$ cat src/rtl/drive_mode_controller_if.sv
// Bundle between the drive-mode controller, the mode FSMs / driver inputs and the display/motor side.
// master drives the driver and mode-FSM signals; slave is the controller that owns the architectural outputs.
interface drive_mode_controller_if #(
    parameter int MILE_W = 16
);
    logic              power_btn;
    logic [1:0]        mode_sel;
    logic              clutch;
    logic              brake;
    logic              throttle;
    logic              rgs;
    logic              left;
    logic              right;

    logic              man_next_power;
    logic              semi_next_power;
    logic              auto_next_power;
    logic [1:0]        man_next_state;
    logic [1:0]        semi_next_state;
    logic [1:0]        auto_next_state;
    logic [3:0]        man_next_moving_state;
    logic [3:0]        semi_next_moving_state;
    logic [3:0]        auto_next_moving_state;
    logic              man_left_light;
    logic              man_right_light;
    logic              semi_left_light;
    logic              semi_right_light;
    logic              auto_left_light;
    logic              auto_right_light;

    logic              power;
    logic [1:0]        state;
    logic [3:0]        moving_state;
    logic [1:0]        mode;
    logic              turn_left_light;
    logic              turn_right_light;
    logic              idle_warn;
    logic [MILE_W-1:0] mileage;

    modport master (
        output power_btn, mode_sel, clutch, brake, throttle, rgs, left, right,
               man_next_power, semi_next_power, auto_next_power,
               man_next_state, semi_next_state, auto_next_state,
               man_next_moving_state, semi_next_moving_state, auto_next_moving_state,
               man_left_light, man_right_light, semi_left_light, semi_right_light,
               auto_left_light, auto_right_light,
        input  power, state, moving_state, mode, turn_left_light, turn_right_light,
               idle_warn, mileage
    );

    modport slave (
        input  power_btn, mode_sel, clutch, brake, throttle, rgs, left, right,
               man_next_power, semi_next_power, auto_next_power,
               man_next_state, semi_next_state, auto_next_state,
               man_next_moving_state, semi_next_moving_state, auto_next_moving_state,
               man_left_light, man_right_light, semi_left_light, semi_right_light,
               auto_left_light, auto_right_light,
        output power, state, moving_state, mode, turn_left_light, turn_right_light,
               idle_warn, mileage
    );
endinterface

$ cat src/rtl/drive_mode_controller.sv
// Top-level driving-state sequencer: registers the selected mode FSM's outputs and owns
// power long-press, mode-selection lock, inactivity auto-off and the mileage counter.
module drive_mode_controller #(
    parameter int POWER_HOLD   = 100000000,
    parameter int IDLE_TIMEOUT = 500000000,
    parameter int WARN_CYCLES  = 200000000,
    parameter int MILE_TICK    = 100000000,
    parameter int MILE_W       = 16
) (
    input  logic                      clk,
    input  logic                      rst,
    drive_mode_controller_if.slave    bus
);
    typedef enum logic [1:0] {
        ST_NSTART = 2'b00,
        ST_START  = 2'b01,
        ST_MOVING = 2'b10
    } drive_state_e;

    localparam logic [3:0] NON_MOVING    = 4'b0000;
    localparam logic [1:0] MODE_RESERVED = 2'b11;

    localparam int HOLD_W = $clog2(POWER_HOLD + 1);
    localparam int IDLE_W = $clog2(IDLE_TIMEOUT + 1);
    localparam int TICK_W = $clog2(MILE_TICK + 1);

    localparam logic [HOLD_W-1:0] HOLD_LAST  = HOLD_W'(POWER_HOLD - 1);
    localparam logic [IDLE_W-1:0] IDLE_LAST  = IDLE_W'(IDLE_TIMEOUT - 1);
    localparam logic [IDLE_W-1:0] WARN_START = IDLE_W'(IDLE_TIMEOUT - WARN_CYCLES);
    localparam logic [TICK_W-1:0] TICK_LAST  = TICK_W'(MILE_TICK - 1);

    logic              power_q,   power_d;
    drive_state_e      state_q,   state_d;
    logic [3:0]        moving_q,  moving_d;
    logic [1:0]        mode_q,    mode_d;
    logic              left_q,    left_d;
    logic              right_q,   right_d;
    logic              warn_q,    warn_d;
    logic [MILE_W-1:0] mileage_q, mileage_d;
    logic [HOLD_W-1:0] hold_q,    hold_d;
    logic              armed_q,   armed_d;
    logic [IDLE_W-1:0] idle_q,    idle_d;
    logic [TICK_W-1:0] tick_q,    tick_d;

    logic       toggle;
    logic       activity;
    logic       idle_inc;
    logic       timeout;
    logic       moving_tick;
    logic       sel_power;
    logic [1:0] sel_state;
    logic [3:0] sel_moving;
    logic       sel_left;
    logic       sel_right;

    assign activity = bus.clutch | bus.brake | bus.throttle | bus.rgs |
                      bus.left | bus.right | bus.power_btn;
    assign idle_inc    = power_q && (state_q != ST_MOVING) && !activity;
    assign timeout     = idle_inc && (idle_q == IDLE_LAST);
    assign moving_tick = power_q && (state_q == ST_MOVING) && (moving_q != NON_MOVING);

    always_comb begin
        sel_power  = bus.man_next_power;
        sel_state  = bus.man_next_state;
        sel_moving = bus.man_next_moving_state;
        sel_left   = bus.man_left_light;
        sel_right  = bus.man_right_light;
        case (mode_q)
            2'b01: begin
                sel_power  = bus.semi_next_power;
                sel_state  = bus.semi_next_state;
                sel_moving = bus.semi_next_moving_state;
                sel_left   = bus.semi_left_light;
                sel_right  = bus.semi_right_light;
            end
            2'b10: begin
                sel_power  = bus.auto_next_power;
                sel_state  = bus.auto_next_state;
                sel_moving = bus.auto_next_moving_state;
                sel_left   = bus.auto_left_light;
                sel_right  = bus.auto_right_light;
            end
            default: ;
        endcase
    end

    // Long press: one toggle per press; the button must be released before it can arm again.
    always_comb begin
        hold_d  = hold_q;
        armed_d = armed_q;
        toggle  = 1'b0;
        if (!bus.power_btn) begin
            hold_d  = '0;
            armed_d = 1'b1;
        end else if (armed_q) begin
            if (hold_q == HOLD_LAST) begin
                toggle  = 1'b1;
                hold_d  = '0;
                armed_d = 1'b0;
            end else begin
                hold_d = hold_q + HOLD_W'(1);
            end
        end
    end

    always_comb begin
        power_d   = power_q;
        state_d   = state_q;
        moving_d  = moving_q;
        mode_d    = mode_q;
        left_d    = left_q;
        right_d   = right_q;
        mileage_d = mileage_q;
        tick_d    = tick_q;
        if (!power_q) begin
            if (toggle) begin
                power_d  = 1'b1;
                state_d  = ST_NSTART;
                moving_d = NON_MOVING;
                left_d   = 1'b0;
                right_d  = 1'b0;
            end
        end else begin
            if (moving_tick) begin
                if (tick_q == TICK_LAST) begin
                    tick_d = '0;
                    if (mileage_q != '1) begin
                        mileage_d = mileage_q + MILE_W'(1);
                    end
                end else begin
                    tick_d = tick_q + TICK_W'(1);
                end
            end
            if (toggle || timeout) begin
                power_d  = 1'b0;
                state_d  = ST_NSTART;
                moving_d = NON_MOVING;
                left_d   = 1'b0;
                right_d  = 1'b0;
            end else if ((state_q == ST_NSTART) && (bus.mode_sel != mode_q) &&
                         (bus.mode_sel != MODE_RESERVED)) begin
                mode_d   = bus.mode_sel;
                state_d  = ST_NSTART;
                moving_d = NON_MOVING;
                left_d   = 1'b0;
                right_d  = 1'b0;
            end else if (!sel_power) begin
                power_d  = 1'b0;
                state_d  = ST_NSTART;
                moving_d = NON_MOVING;
                left_d   = 1'b0;
                right_d  = 1'b0;
            end else begin
                state_d  = drive_state_e'(sel_state);
                moving_d = sel_moving;
                left_d   = sel_left;
                right_d  = sel_right;
            end
        end
        // Warning follows the count it will hold after this edge, so it drops together with power.
        idle_d = (power_d && idle_inc) ? idle_q + IDLE_W'(1) : '0;
        warn_d = power_d && (idle_d >= WARN_START);
    end

    always_ff @(posedge clk) begin
        if (!rst) begin
            power_q   <= 1'b0;
            state_q   <= ST_NSTART;
            moving_q  <= NON_MOVING;
            mode_q    <= 2'b00;
            left_q    <= 1'b0;
            right_q   <= 1'b0;
            warn_q    <= 1'b0;
            mileage_q <= '0;
            hold_q    <= '0;
            armed_q   <= 1'b1;
            idle_q    <= '0;
            tick_q    <= '0;
        end else begin
            power_q   <= power_d;
            state_q   <= state_d;
            moving_q  <= moving_d;
            mode_q    <= mode_d;
            left_q    <= left_d;
            right_q   <= right_d;
            warn_q    <= warn_d;
            mileage_q <= mileage_d;
            hold_q    <= hold_d;
            armed_q   <= armed_d;
            idle_q    <= idle_d;
            tick_q    <= tick_d;
        end
    end

    assign bus.power            = power_q;
    assign bus.state            = state_q;
    assign bus.moving_state     = moving_q;
    assign bus.mode             = mode_q;
    assign bus.turn_left_light  = left_q;
    assign bus.turn_right_light = right_q;
    assign bus.idle_warn        = warn_q;
    assign bus.mileage          = mileage_q;
endmodule

$ cat src/flat_wrapper.sv
// flat-port wrapper written by rule: the top's interface ports become plain ports
module drive_mode_controller_flat 
#(
    parameter int POWER_HOLD   = 100000000,
    parameter int IDLE_TIMEOUT = 500000000,
    parameter int WARN_CYCLES  = 200000000,
    parameter int MILE_TICK    = 100000000,
    parameter int MILE_W       = 16
)
  (clk, rst, bus_power_btn, bus_mode_sel, bus_clutch, bus_brake, bus_throttle, bus_rgs, bus_left, bus_right, bus_man_next_power, bus_semi_next_power, bus_auto_next_power, bus_man_next_state, bus_semi_next_state, bus_auto_next_state, bus_man_next_moving_state, bus_semi_next_moving_state, bus_auto_next_moving_state, bus_man_left_light, bus_man_right_light, bus_semi_left_light, bus_semi_right_light, bus_auto_left_light, bus_auto_right_light, bus_power, bus_state, bus_moving_state, bus_mode, bus_turn_left_light, bus_turn_right_light, bus_idle_warn, bus_mileage);
  drive_mode_controller_if #(.MILE_W(MILE_W)) bus_i ();
  input  logic clk;
  input  logic rst;
  input wire logic [$bits(bus_i.power_btn)-1:0] bus_power_btn;
  input wire logic [$bits(bus_i.mode_sel)-1:0] bus_mode_sel;
  input wire logic [$bits(bus_i.clutch)-1:0] bus_clutch;
  input wire logic [$bits(bus_i.brake)-1:0] bus_brake;
  input wire logic [$bits(bus_i.throttle)-1:0] bus_throttle;
  input wire logic [$bits(bus_i.rgs)-1:0] bus_rgs;
  input wire logic [$bits(bus_i.left)-1:0] bus_left;
  input wire logic [$bits(bus_i.right)-1:0] bus_right;
  input wire logic [$bits(bus_i.man_next_power)-1:0] bus_man_next_power;
  input wire logic [$bits(bus_i.semi_next_power)-1:0] bus_semi_next_power;
  input wire logic [$bits(bus_i.auto_next_power)-1:0] bus_auto_next_power;
  input wire logic [$bits(bus_i.man_next_state)-1:0] bus_man_next_state;
  input wire logic [$bits(bus_i.semi_next_state)-1:0] bus_semi_next_state;
  input wire logic [$bits(bus_i.auto_next_state)-1:0] bus_auto_next_state;
  input wire logic [$bits(bus_i.man_next_moving_state)-1:0] bus_man_next_moving_state;
  input wire logic [$bits(bus_i.semi_next_moving_state)-1:0] bus_semi_next_moving_state;
  input wire logic [$bits(bus_i.auto_next_moving_state)-1:0] bus_auto_next_moving_state;
  input wire logic [$bits(bus_i.man_left_light)-1:0] bus_man_left_light;
  input wire logic [$bits(bus_i.man_right_light)-1:0] bus_man_right_light;
  input wire logic [$bits(bus_i.semi_left_light)-1:0] bus_semi_left_light;
  input wire logic [$bits(bus_i.semi_right_light)-1:0] bus_semi_right_light;
  input wire logic [$bits(bus_i.auto_left_light)-1:0] bus_auto_left_light;
  input wire logic [$bits(bus_i.auto_right_light)-1:0] bus_auto_right_light;
  output wire logic [$bits(bus_i.power)-1:0] bus_power;
  output wire logic [$bits(bus_i.state)-1:0] bus_state;
  output wire logic [$bits(bus_i.moving_state)-1:0] bus_moving_state;
  output wire logic [$bits(bus_i.mode)-1:0] bus_mode;
  output wire logic [$bits(bus_i.turn_left_light)-1:0] bus_turn_left_light;
  output wire logic [$bits(bus_i.turn_right_light)-1:0] bus_turn_right_light;
  output wire logic [$bits(bus_i.idle_warn)-1:0] bus_idle_warn;
  output wire logic [$bits(bus_i.mileage)-1:0] bus_mileage;
  assign bus_i.power_btn = bus_power_btn;
  assign bus_i.mode_sel = bus_mode_sel;
  assign bus_i.clutch = bus_clutch;
  assign bus_i.brake = bus_brake;
  assign bus_i.throttle = bus_throttle;
  assign bus_i.rgs = bus_rgs;
  assign bus_i.left = bus_left;
  assign bus_i.right = bus_right;
  assign bus_i.man_next_power = bus_man_next_power;
  assign bus_i.semi_next_power = bus_semi_next_power;
  assign bus_i.auto_next_power = bus_auto_next_power;
  assign bus_i.man_next_state = bus_man_next_state;
  assign bus_i.semi_next_state = bus_semi_next_state;
  assign bus_i.auto_next_state = bus_auto_next_state;
  assign bus_i.man_next_moving_state = bus_man_next_moving_state;
  assign bus_i.semi_next_moving_state = bus_semi_next_moving_state;
  assign bus_i.auto_next_moving_state = bus_auto_next_moving_state;
  assign bus_i.man_left_light = bus_man_left_light;
  assign bus_i.man_right_light = bus_man_right_light;
  assign bus_i.semi_left_light = bus_semi_left_light;
  assign bus_i.semi_right_light = bus_semi_right_light;
  assign bus_i.auto_left_light = bus_auto_left_light;
  assign bus_i.auto_right_light = bus_auto_right_light;
  assign bus_power = bus_i.power;
  assign bus_state = bus_i.state;
  assign bus_moving_state = bus_i.moving_state;
  assign bus_mode = bus_i.mode;
  assign bus_turn_left_light = bus_i.turn_left_light;
  assign bus_turn_right_light = bus_i.turn_right_light;
  assign bus_idle_warn = bus_i.idle_warn;
  assign bus_mileage = bus_i.mileage;
  drive_mode_controller #(.POWER_HOLD(POWER_HOLD), .IDLE_TIMEOUT(IDLE_TIMEOUT), .WARN_CYCLES(WARN_CYCLES), .MILE_TICK(MILE_TICK), .MILE_W(MILE_W)) u_core (.clk(clk), .rst(rst), .bus(bus_i));
endmodule
$ cat config.mk
export PLATFORM = sky130hd
export DESIGN_NAME = drive_mode_controller_flat
export DESIGN_NICKNAME = d
export VERILOG_FILES = /design/src/rtl/drive_mode_controller_if.sv /design/src/rtl/drive_mode_controller.sv /design/src/flat_wrapper.sv
export SDC_FILE = /design/constraint.sdc
export NUM_CORES = 1
export LEC_CHECK = 0
export ABC_AREA = 1
export CAP_MARGIN = 25
export CORE_ASPECT_RATIO = 1.4
export CORE_MARGIN = 2
export CORE_UTILIZATION = 47
export CTS_BUF_LIST = sky130_fd_sc_hd__clkbuf_2 sky130_fd_sc_hd__clkbuf_4 sky130_fd_sc_hd__clkbuf_8
export DETAILED_ROUTE_END_ITERATION = 16
export DONT_BUFFER_PORTS = 1
export PLACE_DENSITY = 0.59
export SYNTH_ARGS = -nofsm -noshare
export SYNTH_HDL_FRONTEND = slang
export SYNTH_SLANG_ARGS = --single-unit
$ cat constraint.sdc
create_clock -name clk -period 3.3 [get_ports clk]
set_input_delay 0.495 -clock clk [delete_from_list [all_inputs] [get_ports clk]]
set_output_delay 0.495 -clock clk [all_outputs]
set_load 0.02 [all_outputs]
### After elaboration in Yosys (flattened, before gate mapping)

Index checks and enable logic that the tools add are counted.

| operators by class | value |
|---|---|
| add/subtract/negate cells | 4 |
| magnitude comparators | 1 |
| equality and inequality tests | 10 |
| muxes and demuxes | 37 |
| bitwise operators | 7 |
| reductions and logical operators | 18 |

Operator list:

| operator | number |
|---|---|
| 27-bit by 1-bit adder with 27-bit output, second input constant | 2 |
| 27-bit equality test, second input constant | 2 |
| 27-bit two-way mux | 2 |
| 29-bit by 1-bit adder with 29-bit output, second input constant | 1 |
| 29-bit equality test, second input constant | 1 |
| 29-bit greater-or-equal comparator, second input constant | 1 |
| 29-bit two-way mux | 1 |
| 4-bit two-way mux | 5 |
| 1-bit two-way mux | 19 |
| 16-bit by 1-bit adder with 16-bit output, second input constant | 1 |
| 16-bit != test, second input constant | 1 |
| 2-bit two-way mux | 5 |
| 1-bit logical AND | 9 |
| 4-bit case mux with 2 select lines | 1 |
| 1-bit OR | 6 |
| 1-bit case mux with 2 select lines | 3 |
| 2-bit equality test, second input constant | 2 |
| 2-bit != test, second input constant | 2 |
| 2-bit case mux with 2 select lines | 1 |
| 2-bit AND reduction | 2 |
| 4-bit AND reduction | 1 |
| 4-bit nonzero test | 1 |
| 3-bit AND reduction | 1 |
| 2-bit by 1-bit equality test with 1-bit output, second input constant | 1 |
| other kinds (6) | 6 |

| word-level totals | value |
|---|---|
| bits in registers | 112 |
| input port bits | 38 |
| output and inout bits | 28 |
| word-level logic and storage cells | 89 |

### Logic depth before layout (Yosys ltp)

| depth | value |
|---|---|
| depth after elaboration | 16 |
| depth in mapped cells | 17 |
| gate-level depth less buffers | 17 |

### Least setup slack after synthesis

Ideal clock, no wire load.

| timing path | value |
|---|---|
| path type | register to register |
| from | reg u_core.mode_q[0] (netlist: u_core.bus.mode[0]) |
| to | reg u_core.warn_q (netlist: u_core.bus.idle_warn) |
| library setup time | 0.114 ns |
| data arrival time | 2.185 ns |
| data required time | 3.186 ns |
| setup slack | 1.001 ns |
| stages on the path, launching flop included | 17 |
| path buffers | 1 |
| clock period less this slack | 2.299 ns |
| cells stage by stage | dfxtp_1 -> inv_1 -> ha_1 -> buf_2 -> inv_2 -> o21ai_0 -> nand2_1 -> nand3_1 -> nand2_2 -> nand3_2 -> inv_2 -> o31ai_2 -> o21ai_0 -> nand2_1 -> nand3_1 -> nor2_1 -> nor2_1 |

| on the way | value |
|---|---|
| longest elaborated chain between the ends | 10 |
| elaborated cells between the ends (all ways) | 14 |
| those cells by class | order compare (1); eq/ne (3); mux (6); reduce/logical (4) |

RTL lines:

| element | line | RTL |
|---|---|---|
| start, declared | drive_mode_controller.sv:35 | `logic [1:0] mode_q, mode_d;` |
| start signal, assigned | drive_mode_controller.sv:183 | `mode_q <= mode_d;` |
| 2-bit equality test (tied with other cells) | drive_mode_controller.sv:68 | `case (mode_q)` |
| 1-bit case mux with 2 select lines or 1-bit logical AND (tied branches) | drive_mode_controller.sv:68, drive_mode_controller.sv:140 |  |
| 1-bit two-way mux or 1-bit logical AND (tied branches) | drive_mode_controller.sv:147, drive_mode_controller.sv:140 |  |
| 1-bit two-way mux (*) | drive_mode_controller.sv:140 | `end else if ((state_q == ST_NSTART) && (bus.mode_sel != mode_q) &&` |
| 1-bit two-way mux (*) | drive_mode_controller.sv:134 | `if (toggle \|\| timeout) begin` |
| 1-bit two-way mux (*) | drive_mode_controller.sv:115 | `if (!power_q) begin` |
| 1-bit logical AND | drive_mode_controller.sv:161 | `idle_d = (power_d && idle_inc) ? idle_q + IDLE_W'(1) : '0;` |
| 29-bit two-way mux | drive_mode_controller.sv:161 |  |
| 29-bit greater-or-equal comparator | drive_mode_controller.sv:162 | `warn_d = power_d && (idle_d >= WARN_START);` |
| 1-bit logical AND (*) | drive_mode_controller.sv:162 |  |
| end signal, assigned | drive_mode_controller.sv:186 | `warn_q <= warn_d;` |
| end, declared | drive_mode_controller.sv:38 | `logic warn_q, warn_d;` |

Every way passes the cells marked *; elsewhere a longest branch is shown, timed or not.
A chain may end at the register's enable or synchronous reset.

### Final worst setup path

| timing path | value |
|---|---|
| from | reg u_core.mode_q[0] (netlist: u_core.bus.mode[0]) |
| to | reg u_core.idle_q[6] |

| on the way | value |
|---|---|
| longest elaborated chain between the ends | 8 |
| elaborated cells between the ends (all ways) | 12 |
| those cells by class | eq/ne (3); mux (6); reduce/logical (3) |

RTL lines:

| element | line | RTL |
|---|---|---|
| 2-bit equality test (tied with other cells) | drive_mode_controller.sv:68 |  |
| 1-bit case mux with 2 select lines or 1-bit logical AND (tied branches) | drive_mode_controller.sv:68, drive_mode_controller.sv:140 |  |
| 1-bit two-way mux or 1-bit logical AND (tied branches) | drive_mode_controller.sv:147, drive_mode_controller.sv:140 |  |
| 1-bit two-way mux (*) | drive_mode_controller.sv:140 |  |
| 1-bit two-way mux (*) | drive_mode_controller.sv:134 |  |
| 1-bit two-way mux (*) | drive_mode_controller.sv:115 |  |
| 1-bit logical AND (*) | drive_mode_controller.sv:161 |  |
| 29-bit two-way mux (*) | drive_mode_controller.sv:161 |  |
| end signal, assigned | drive_mode_controller.sv:190 | `idle_q <= idle_d;` |
| end, declared | drive_mode_controller.sv:42 | `logic [IDLE_W-1:0] idle_q, idle_d;` |

Marked as above.

==> impl_results.md <==
* Outcome: completed
* Crit path largest cell delay at 0.52 ns
* Average size of a mapped cell at between 6 and 7 um^2
* Startpoint types: register
* Remaining antenna violation count at 0
* Std-Cell Rows at 49
* Register share of total power at 0.630
* IO Pins at 66
* Post-Layout Inst Area at 6470 um^2
* Global-route wire length before repair at 24,400 um
* Worst Path Max Fanout at 23
* Die H at 139 um
* WL per Instance at 13.8 um
* Reg2reg end: u_core.idle_q[6]$_SDFF_PN0_
* Vias in the first global route at 5,460
* Number of max-cap violations at 0
* Top_reg_cell synth: dfxtp_1
* Asr flop ratio synth at 0
* Routed vias/inst at between 5 and 6
* Via count at 5,616
* Synth warnings at 0
* Final std cells w/o fill at 1,041
* Post-synth top area cell: dfxtp_1
* DRT iter0 DRCs at 179
* Pre-CTS setup slack at 0.293 ns
* Fill cell total of the finished layout at between 1,000 and 1,500
* Post-synth EDFFs at 0
* PD cells at 332 nW/um^2
* Maximum VDD drop at 0.000185 V
* # DRC at 0
* Buffers on Ports at 0
* Share of cells above drive strength 1 at 0.0912
* R2R Setup Slk at ~0.57 ns
* Area growth syn-to-layout at 5.10%
* GR Overflow Total at 0
* Final Hold Fails at 0
* Clk Latency, worst-skew pair at between 0.3 and 0.4 ns
* Worst r2r src: u_core.bus.mode[0]$_SDFFE_PN0P_
* Fraction of the cycle the final worst path needs at 0.828
* Largest buffer count on any clock path at 2
* Setup TNS at 0 ns
* Top Family by Delay on Critical Path: simple AND/OR/NAND/NOR gates
* Worst Tran Pin Value at 0.877 ns
* Final Max Slew Viols at 0
* Hold depth at 2
* # resized after CTS at 0
* Overall Global Routing Usage at 0.212
* GP Congestion at 0.930
* Critical-path cell list: inv_1 -> ha_1 -> inv_2 -> nand3_1 -> o21ai_0 -> nand2_1 -> nand3_1 -> nand2_2 -> nand3_2 -> inv_2 -> nand2_2 -> nor3b_1
* Power share of the combinational group at 0.017
* HP Start: rst
* Die area at approximately 14,000 um^2
* Inst Count DP at 1,026
* Final Worst Setup Slack at 0.567 ns
* Post-Route WL at 14,400 um
* Post-synthesis net count at 928
* WP buf/inv at 3
* CTS tree: done
* Reg2reg path depth at 12
* Multi-input combinational cell area at 3340 um^2
* Hold EP: u_core.bus.mileage[11]$_SDFFE_PN0P_
* CTS clk-pin slew, worst paths at around 0.11 ns
* Synth Cell Area at 6150 um^2
* Clock power frac at 0.352
* Crit end category: register
* First-pass DRT Iterations at 4
* Psw at 0.508 mW
* Diode count at 0
* Top cells by area, synth: dfxtp_1 (36%), nand2_1 (11%), nor2_1 (7.6%), inv_1 (7.6%), a21oi_1 (4.3%)
* Int Pwr at 1.64 mW
* Critical path type: register to register
* RSZ-0062 raised after global routing: no
* P_leak at 2.30 nW
* Count leader, synth: nand2_1
* Slew headroom at 0.415
* Yosys top cell area share at 0.364
* Fmax at 0.366 GHz
* Cells after Synth at 884
* Sw Ratio at 0.237
* Clk sink count at 112
* Worst Hold Class: input pin to register
* CORE AREA at 12,800 um^2
* Final net count at 928
* Die W at 101 um
* Largest net degree at the start of global routing at 26
* CTS buffer count at 9
* Postcts setup bufs at 0
* Initial antenna violation count at 0
* Worst path arrival time at 3.04 ns
* Commonest cells post-synth: nand2_1 (176), nor2_1 (125), inv_1 (124)
* Final setup viols at 0
* H-tree depth at 3
* Root Driver: clkbuf_8
* Slowest cell on the critical path: dfxtp_1
* Seq/Total Area, Yosys at 0.364
* Yosys reg bits at approximately 110
* Critical Path RT at 3.60 ns
* Initial core utilization at 0.480
* Dpl cell area at 6290 um^2
* # hold bufs at CTS at 0
* WHS at 0.228 ns
* DP Wirelength at 11,300 um
* Register area at 2240 um^2
* Min Tclk post-route at around 2.7 ns
* Clock skew at 0.0142 ns
* Synth cell types at 51
-- cell type report --
type / count / share of cell area
multi-input combinational: 625 / 0.516
sequential: 112 / 0.347
inverter: 133 / 0.0776
tap: 153 / 0.0296
clock buffer: 9 / 0.0192
clock inverter: 6 / 0.00716
timing repair buffer: 3 / 0.00348
-- worst max path at each step --
stage                                    startpoint                         endpoint  slack, ns  cells past startpoint
finish              u_core.bus.mode[0]$_SDFFE_PN0P_      u_core.idle_q[6]$_SDFF_PN0_       0.57                     12
global route        u_core.bus.mode[0]$_SDFFE_PN0P_      u_core.idle_q[3]$_SDFF_PN0_       0.24                     12
CTS                 u_core.bus.mode[0]$_SDFFE_PN0P_      u_core.idle_q[6]$_SDFF_PN0_       0.28                     12
detailed placement  u_core.bus.mode[0]$_SDFFE_PN0P_      u_core.idle_q[6]$_SDFF_PN0_       0.29                     12
global placement    u_core.bus.mode[0]$_SDFFE_PN0P_      u_core.idle_q[3]$_SDFF_PN0_       0.47                     12
floorplan           u_core.bus.mode[0]$_SDFFE_PN0P_  u_core.bus.idle_warn$_SDFF_PN0_       1.00                     16
-- cells by family after synthesis --
logic type | Yosys count | synth area share
xor+xnor | 27 | 0.0384
fa+ha+maj | 6 | 0.0122
flops | 112 | 0.364
compound gates | 117 | 0.118
buf+inv | 147 | 0.0933
simple gates | 475 | 0.374
-- registers in the layout, summed over array words and instances, names as in the netlist --
| register | flops |
|---|---|
| u_core.idle_q | 29 |
| u_core.hold_q | 27 |
| u_core.tick_q | 27 |
| u_core.bus.mileage | 16 |
| u_core.bus.moving_state | 4 |
| u_core.bus.mode | 2 |
| u_core.bus.state | 2 |
| u_core.armed_q | 1 |
| u_core.bus.idle_warn | 1 |
| u_core.bus.power | 1 |
| u_core.bus.turn_left_light | 1 |
| u_core.bus.turn_right_light | 1 |
-- per-layer routing --
layer,global-route usage,vias up,wire length [um]
met5,0,-,0
met4,0.0793,0,297
met3,0.0457,26,644
met2,0.384,111,7500
met1,0.239,2579,5940
li1,-,2900,-
-- cell usage in the layout (no fill, tap or decap), types with 11 or more instances in the layout --
master and count:
nor3_1 32, a21oi_1 53, inv_1 124, xor2_1 19, dfxtp_1 112, o21ai_0 19, nor4_1 17, nand2_1 175
nand4_1 24, nor2_1 125, nand2_2 11, nand3_1 43
-- per-stage QoR --
step	total power, mW	utilization
after CTS	2.18	0.505
final	2.15	0.505
after global routing	2.23	0.505
after global placement	1.42	0.491
after floorplan	1.41	-
after detailed placement	1.42	0.491
-- power groups by stage --
stage          Clock [mW]  Combinational [mW]  Sequential (mW)
3_3_place_gp            0              0.0370             1.38
6_report            0.756              0.0374             1.35
3_5_place_dp            0              0.0376             1.38
5_1_grt             0.837              0.0431             1.35
4_1_cts             0.787              0.0377             1.35
2_1_floorplan           0              0.0290             1.38
Power figures use the tool's default switching activity.
==> variant 1, RTL diff (config.mk and constraints unchanged) <==
`hold_q` no longer has a reset.
--- a/src/rtl/drive_mode_controller.sv
+++ b/src/rtl/drive_mode_controller.sv
@@ -172,7 +172,6 @@
             right_q   <= 1'b0;
             warn_q    <= 1'b0;
             mileage_q <= '0;
-            hold_q    <= '0;
             armed_q   <= 1'b1;
             idle_q    <= '0;
             tick_q    <= '0;
@@ -185,11 +184,14 @@
             right_q   <= right_d;
             warn_q    <= warn_d;
             mileage_q <= mileage_d;
-            hold_q    <= hold_d;
             armed_q   <= armed_d;
             idle_q    <= idle_d;
             tick_q    <= tick_d;
         end
+    end
+
+    always_ff @(posedge clk) begin
+        hold_q <= hold_d;
     end
 
     assign bus.power            = power_q;
Behaviour: no difference found for any inputs over 10 cycles, from zero or initial values and one cycle with rst low; that may be too few to reach the edited logic, so the function may still have changed.
==> variant 1 against the unedited design <==
  * Die area is 3.1% higher
  * Routed wire length rose by 4.3%
  * Critical path type unchanged
  * Utilization up 0.074 points
  * Synthesized cell count up 5.1%
  * Clock power is 1% higher
  * Count of clock-buffer cells in the layout grew 1
  * Clock skew is 0.0030 ns lower
  * Power up 0.94%
  * Synthesized area is 3.2% higher
  * Worst setup slack better by 0.021 ns
  * Non-clock buffer count up 1
  * Design area up 3.7%
  * Sequential cell count is the same
==> variant 1: results (changes against the unedited design) <==
xor and xnor area share after synthesis=4.139% (was 3.843%); Hold EP=u_core.armed_q$_SDFF_PN1_ (was u_core.bus.mileage[11]$_SDFFE_PN0P_); dpl cells=1100 (was 1026); reg2reg end=u_core.bus.idle_warn$_SDFF_PN0_ (was u_core.idle_q[6]$_SDFF_PN0_); top cells by area, synth=dfxtp_1 (35%), nand2_1 (9.0%), nor2_1 (8.5%) (was dfxtp_1 (36%), nand2_1 (11%), nor2_1 (7.6%)); Worst-Margin Slew=0.5443 ns (was 0.8770 ns); largest net degree at the start of global routing=21 (was 26); final instance area=6704 µm² (was 6467 µm²); DP HPWL=11.86 mm (was 11.30 mm); post-synthesis compound-gate area fraction=9.913% (was 11.77%); RePlAce Congestion=0.8596 (was 0.9300); Setup Slack @ Placement=0.6334 ns (was 0.2935 ns); Min Hold Slack=0.1850 ns (was 0.2284 ns); cells on worst reg2reg path=16 (was 12); vias in the first global route=5689 (was 5460); post-synthesis cell type count=52 (was 51); Post-Route WL=14.99 mm (was 14.38 mm); crit path DAT=3.05 ns (was 3.04 ns); commonest cells in the netlist=nand2_1 (152), nor2_1 (144), inv_1 (118) (was nand2_1 (176), nor2_1 (125), inv_1 (124)); Nets=973 (was 928); fillcell total=1389 (was 1315); Post-Synthesis Cells=929 (was 884); run status=finished, final reports clean (unchanged); Crit Path Max Fanout=12 (was 23); Hold Crit Depth=1 (was 2); drt wl/cell=13.44 µm (was 13.82 µm); Post-Synth Adder-Cell Area=1.182% (was 1.220%); 1st-iter DRT viols=214 (was 179); register area share after synthesis=35.32% (was 36.44%)
[variant 1: cell count changes after synthesis, moves of 5 or more]
cell,unedited run,this run
a21oi_1,53,64
a221o_1,8,0
inv_1,124,118
inv_2,7,20
nand2_1,176,152
nand4_1,24,40
nor2_1,125,144
nor2_2,9,15
nor3_1,32,43
nor3_2,4,9
o211ai_1,8,1
o21a_1,9,3
o21ai_0,19,27
[variant 1: worst register-to-register path: cells and delay by family (launching register included)]
| family | cells | cell delay (ns) |
|---|---|---|
| and+or+nand+nor | 10 | 1.03 |
| DFF | 1 | 0.49 |
| adders and majority gates | 1 | 0.46 |
| AOI/OAI and AO/OA | 1 | 0.32 |
| buffers and inverters | 4 | 0.37 |
[variant 1: where the power goes]
| group | switching, mW | internal, mW |
|---|---|---|
| Sequential | 0.00292 | 1.35 |
| Combinational | 0.0309 | 0.0150 |
| Clock | 0.478 | 0.286 |
[variant 1: area by class of cell]
type                    count  share of cell area, %
well taps                 182                  3.397
inverters                 143                  8.081
repair buffers              4                 0.4479
clock buffers              10                  1.960
multi-input cells         659                  52.03
clock inverters             6                 0.6346
flip-flops and latches    112                  33.45
[variant 1: how the worst max path moves through the flow]
stage                                          from                              end  slack (ns)
finish              u_core.bus.mode[0]$_SDFFE_PN0P_  u_core.bus.idle_warn$_SDFF_PN0_        0.59
global route        u_core.bus.mode[0]$_SDFFE_PN0P_  u_core.bus.idle_warn$_SDFF_PN0_        0.28
CTS                 u_core.bus.mode[0]$_SDFFE_PN0P_  u_core.bus.idle_warn$_SDFF_PN0_        0.61
detailed placement  u_core.bus.mode[0]$_SDFFE_PN0P_  u_core.bus.idle_warn$_SDFF_PN0_        0.63
global placement    u_core.bus.mode[0]$_SDFFE_PN0P_  u_core.bus.idle_warn$_SDFF_PN0_        0.71
floorplan           u_core.bus.mode[0]$_SDFFE_PN0P_  u_core.bus.idle_warn$_SDFF_PN0_        1.05
[variant 1: logic make-up (layout without fill, tap and decap cells)]
logic type / Yosys count / after routing
and+or+nand+nor: 509 / 509
buffers and inverters: 158 / 163
AOI/OAI and AO/OA: 114 / 114
DFF: 112 / 112
xor gates and xnor gates: 30 / 30
adders and majority gates: 6 / 6
[variant 1: per-layer routing]
layer | vias up | GRT usage (%) | share of wire [%]
met5 | - | 0 | 0
met4 | 0 | 9.544 | 3.2
met3 | 35 | 4.483 | 5.2
met2 | 143 | 37.95 | 49
met1 | 2708 | 24.44 | 42
li1 | 3049 | - | -
==> variant 2, RTL diff (config.mk and constraints unchanged) <==
Without the edit above. `POWER_HOLD` is set to 100000000 in 2 places; all go to 50000000.
--- a/src/rtl/drive_mode_controller.sv
+++ b/src/rtl/drive_mode_controller.sv
@@ -1,7 +1,7 @@
 // Top-level driving-state sequencer: registers the selected mode FSM's outputs and owns
 // power long-press, mode-selection lock, inactivity auto-off and the mileage counter.
 module drive_mode_controller #(
-    parameter int POWER_HOLD   = 100000000,
+    parameter int POWER_HOLD   = 50000000,
     parameter int IDLE_TIMEOUT = 500000000,
     parameter int WARN_CYCLES  = 200000000,
     parameter int MILE_TICK    = 100000000,
--- a/src/flat_wrapper.sv
+++ b/src/flat_wrapper.sv
@@ -1,7 +1,7 @@
 // flat-port wrapper written by rule: the top's interface ports become plain ports
 module drive_mode_controller_flat 
 #(
-    parameter int POWER_HOLD   = 100000000,
+    parameter int POWER_HOLD   = 50000000,
     parameter int IDLE_TIMEOUT = 500000000,
     parameter int WARN_CYCLES  = 200000000,
     parameter int MILE_TICK    = 100000000,
Function: no difference found for any inputs over 10 cycles, from zero or initial values and one cycle with rst low; that may be too few to reach the edited logic, so the function may still have changed.
==> variant 2 against the unedited design <==
  * Critical path depth did not move
  * Design area decreased by 0.21%
  * Critical path type unchanged
  * Count of clock-buffer cells in the layout grew 1
  * Highest routed layer unchanged
  * Synthesized area shrank 1.1%
  * Sequential cell count shrank 1
  * Power rose by 7.4%
  * Routed wire length down 1.2%
  * Worst setup slack improved by 0.020 ns
  * Synthesized cell count shrank 2.3%
  * Utilization rose by 0.13 points
==> variant 2: results (changes against the unedited design) <==
run status=finished, final reports clean (unchanged); Pleak=2.225 nW (was 2.296 nW); mux share of post-synthesis cell area=0% (unchanged); post-synthesis cell type count=48 (was 51); xor and xnor area share after synthesis=5.035% (was 3.843%); vias in the first global route=5268 (was 5460); clock buf count=10 (was 9); largest net degree at the start of global routing=30 (was 26); largest registers=u_core.idle_q (29), u_core.tick_q (27), u_core.hold_q (26) (was u_core.idle_q (29), u_core.hold_q (27), u_core.tick_q (27)); Clock Skew=0.01112 ns (was 0.01420 ns); Hold EP=u_core.bus.mileage[3]$_SDFFE_PN0P_ (was u_core.bus.mileage[11]$_SDFFE_PN0P_); Setup Slack @ Placement=0.6033 ns (was 0.2935 ns); final-layout non-clock buffer area share=0.1163% (was 0.3482%); startpoint types=register (unchanged); Worst setup endpoint=u_core.idle_q[3]$_SDFF_PN0_ (was u_core.idle_q[6]$_SDFF_PN0_); Peak supply drop=0.1774 mV (was 0.1847 mV); DR vias/cell=5.336 (was 5.395); reg2reg setup slack=0.59 ns (was 0.57 ns); fillcell total=1310 (was 1315); register area share after synthesis=36.50% (was 36.44%); Min Hold Slack=0.2278 ns (was 0.2284 ns); clock root buffer=clkbuf_8 (unchanged); Hold Crit Class=in -> reg (unchanged); DP HPWL=11.07 mm (was 11.30 mm); CTS clk-pin slew, worst paths=0.11 ns (about the same); post-synthesis compound-gate area fraction=11.88% (was 11.77%); Mapped Nets=908 (was 928); multi-input gates=622 (was 625); RePlAce Congestion=0.9022 (was 0.9300); first-pass GRT wire length=23.63 mm (was 24.41 mm); reg2reg end=u_core.idle_q[3]$_SDFF_PN0_ (was u_core.idle_q[6]$_SDFF_PN0_); Non-CTS inverters=118 (was 133); ratio of cells with drive above 1 in the final layout=9.677% (was 9.122%); Hold Crit Depth=2 (unchanged); fraction of registers with async set or reset after synthesis=0% (unchanged); clock network contribution to total cell area=3.548% (was 2.631%); Post-Synth Adder-Cell Area=1.233% (was 1.220%); Buffers excl. clock=1 (was 3); crit path DAT=3.01 ns (was 3.04 ns); register fraction of the total cell area=34.43% (was 34.67%); commonest cells in the netlist=nand2_1 (157), nor2_1 (130), dfxtp_1 (111) (was nand2_1 (176), nor2_1 (125), inv_1 (124)); Tot GR Track Use=20.71% (was 21.25%); Max Buffers Root-to-Sink=2 (unchanged); Flop pwr share=58.1% (was 63.0%); Post-Route WL=14.22 mm (was 14.38 mm); top cells by area, synth=dfxtp_1 (36%), nand2_1 (9.7%), nor2_1 (8.0%) (was dfxtp_1 (36%), nand2_1 (11%), nor2_1 (7.6%)); area of the multi-input gates=3361 µm² (was 3339 µm²); Switching Fraction=21.73% (was 23.69%); Clk power=927 µW (was 756 µW); internal power=1.805 mW (was 1.638 mW); CTS buffer count=9 (unchanged); Worst-Margin Slew=0.4980 ns (was 0.8770 ns); H-tree depth=3 (unchanged); 1st-iter DRT viols=188 (was 179); FFs & Latches=111 (was 112)
variant 2: logic make-up (layout without fill, tap and decap cells):
kind of cell / after synthesis / in the layout
AOI/OAI and AO/OA: 120 / 120
xor gates and xnor gates: 35 / 35
DFF: 111 / 111
and+or+nand+nor: 461 / 461
buffers and inverters: 131 / 135
adders and majority gates: 6 / 6
variant 2: layer usage:
| metal | up-vias | GRT usage, % | part of all wire (%) |
|---|---|---|---|
| met5 | - | 0 | 0 |
| met4 | 0 | 6.561 | 1.6 |
| met3 | 16 | 5.444 | 4.3 |
| met2 | 71 | 37.23 | 52 |
| met1 | 2531 | 23.48 | 42 |
| li1 | 2830 | - | - |
variant 2: metrics by stage:
stage	cells	area, µm²
6_report	1021	6454
5_1_grt	1021	6454
4_1_cts	1021	6454
3_5_place_dp	1005	6225
3_3_place_gp	1005	6225
2_1_floorplan	864	6088
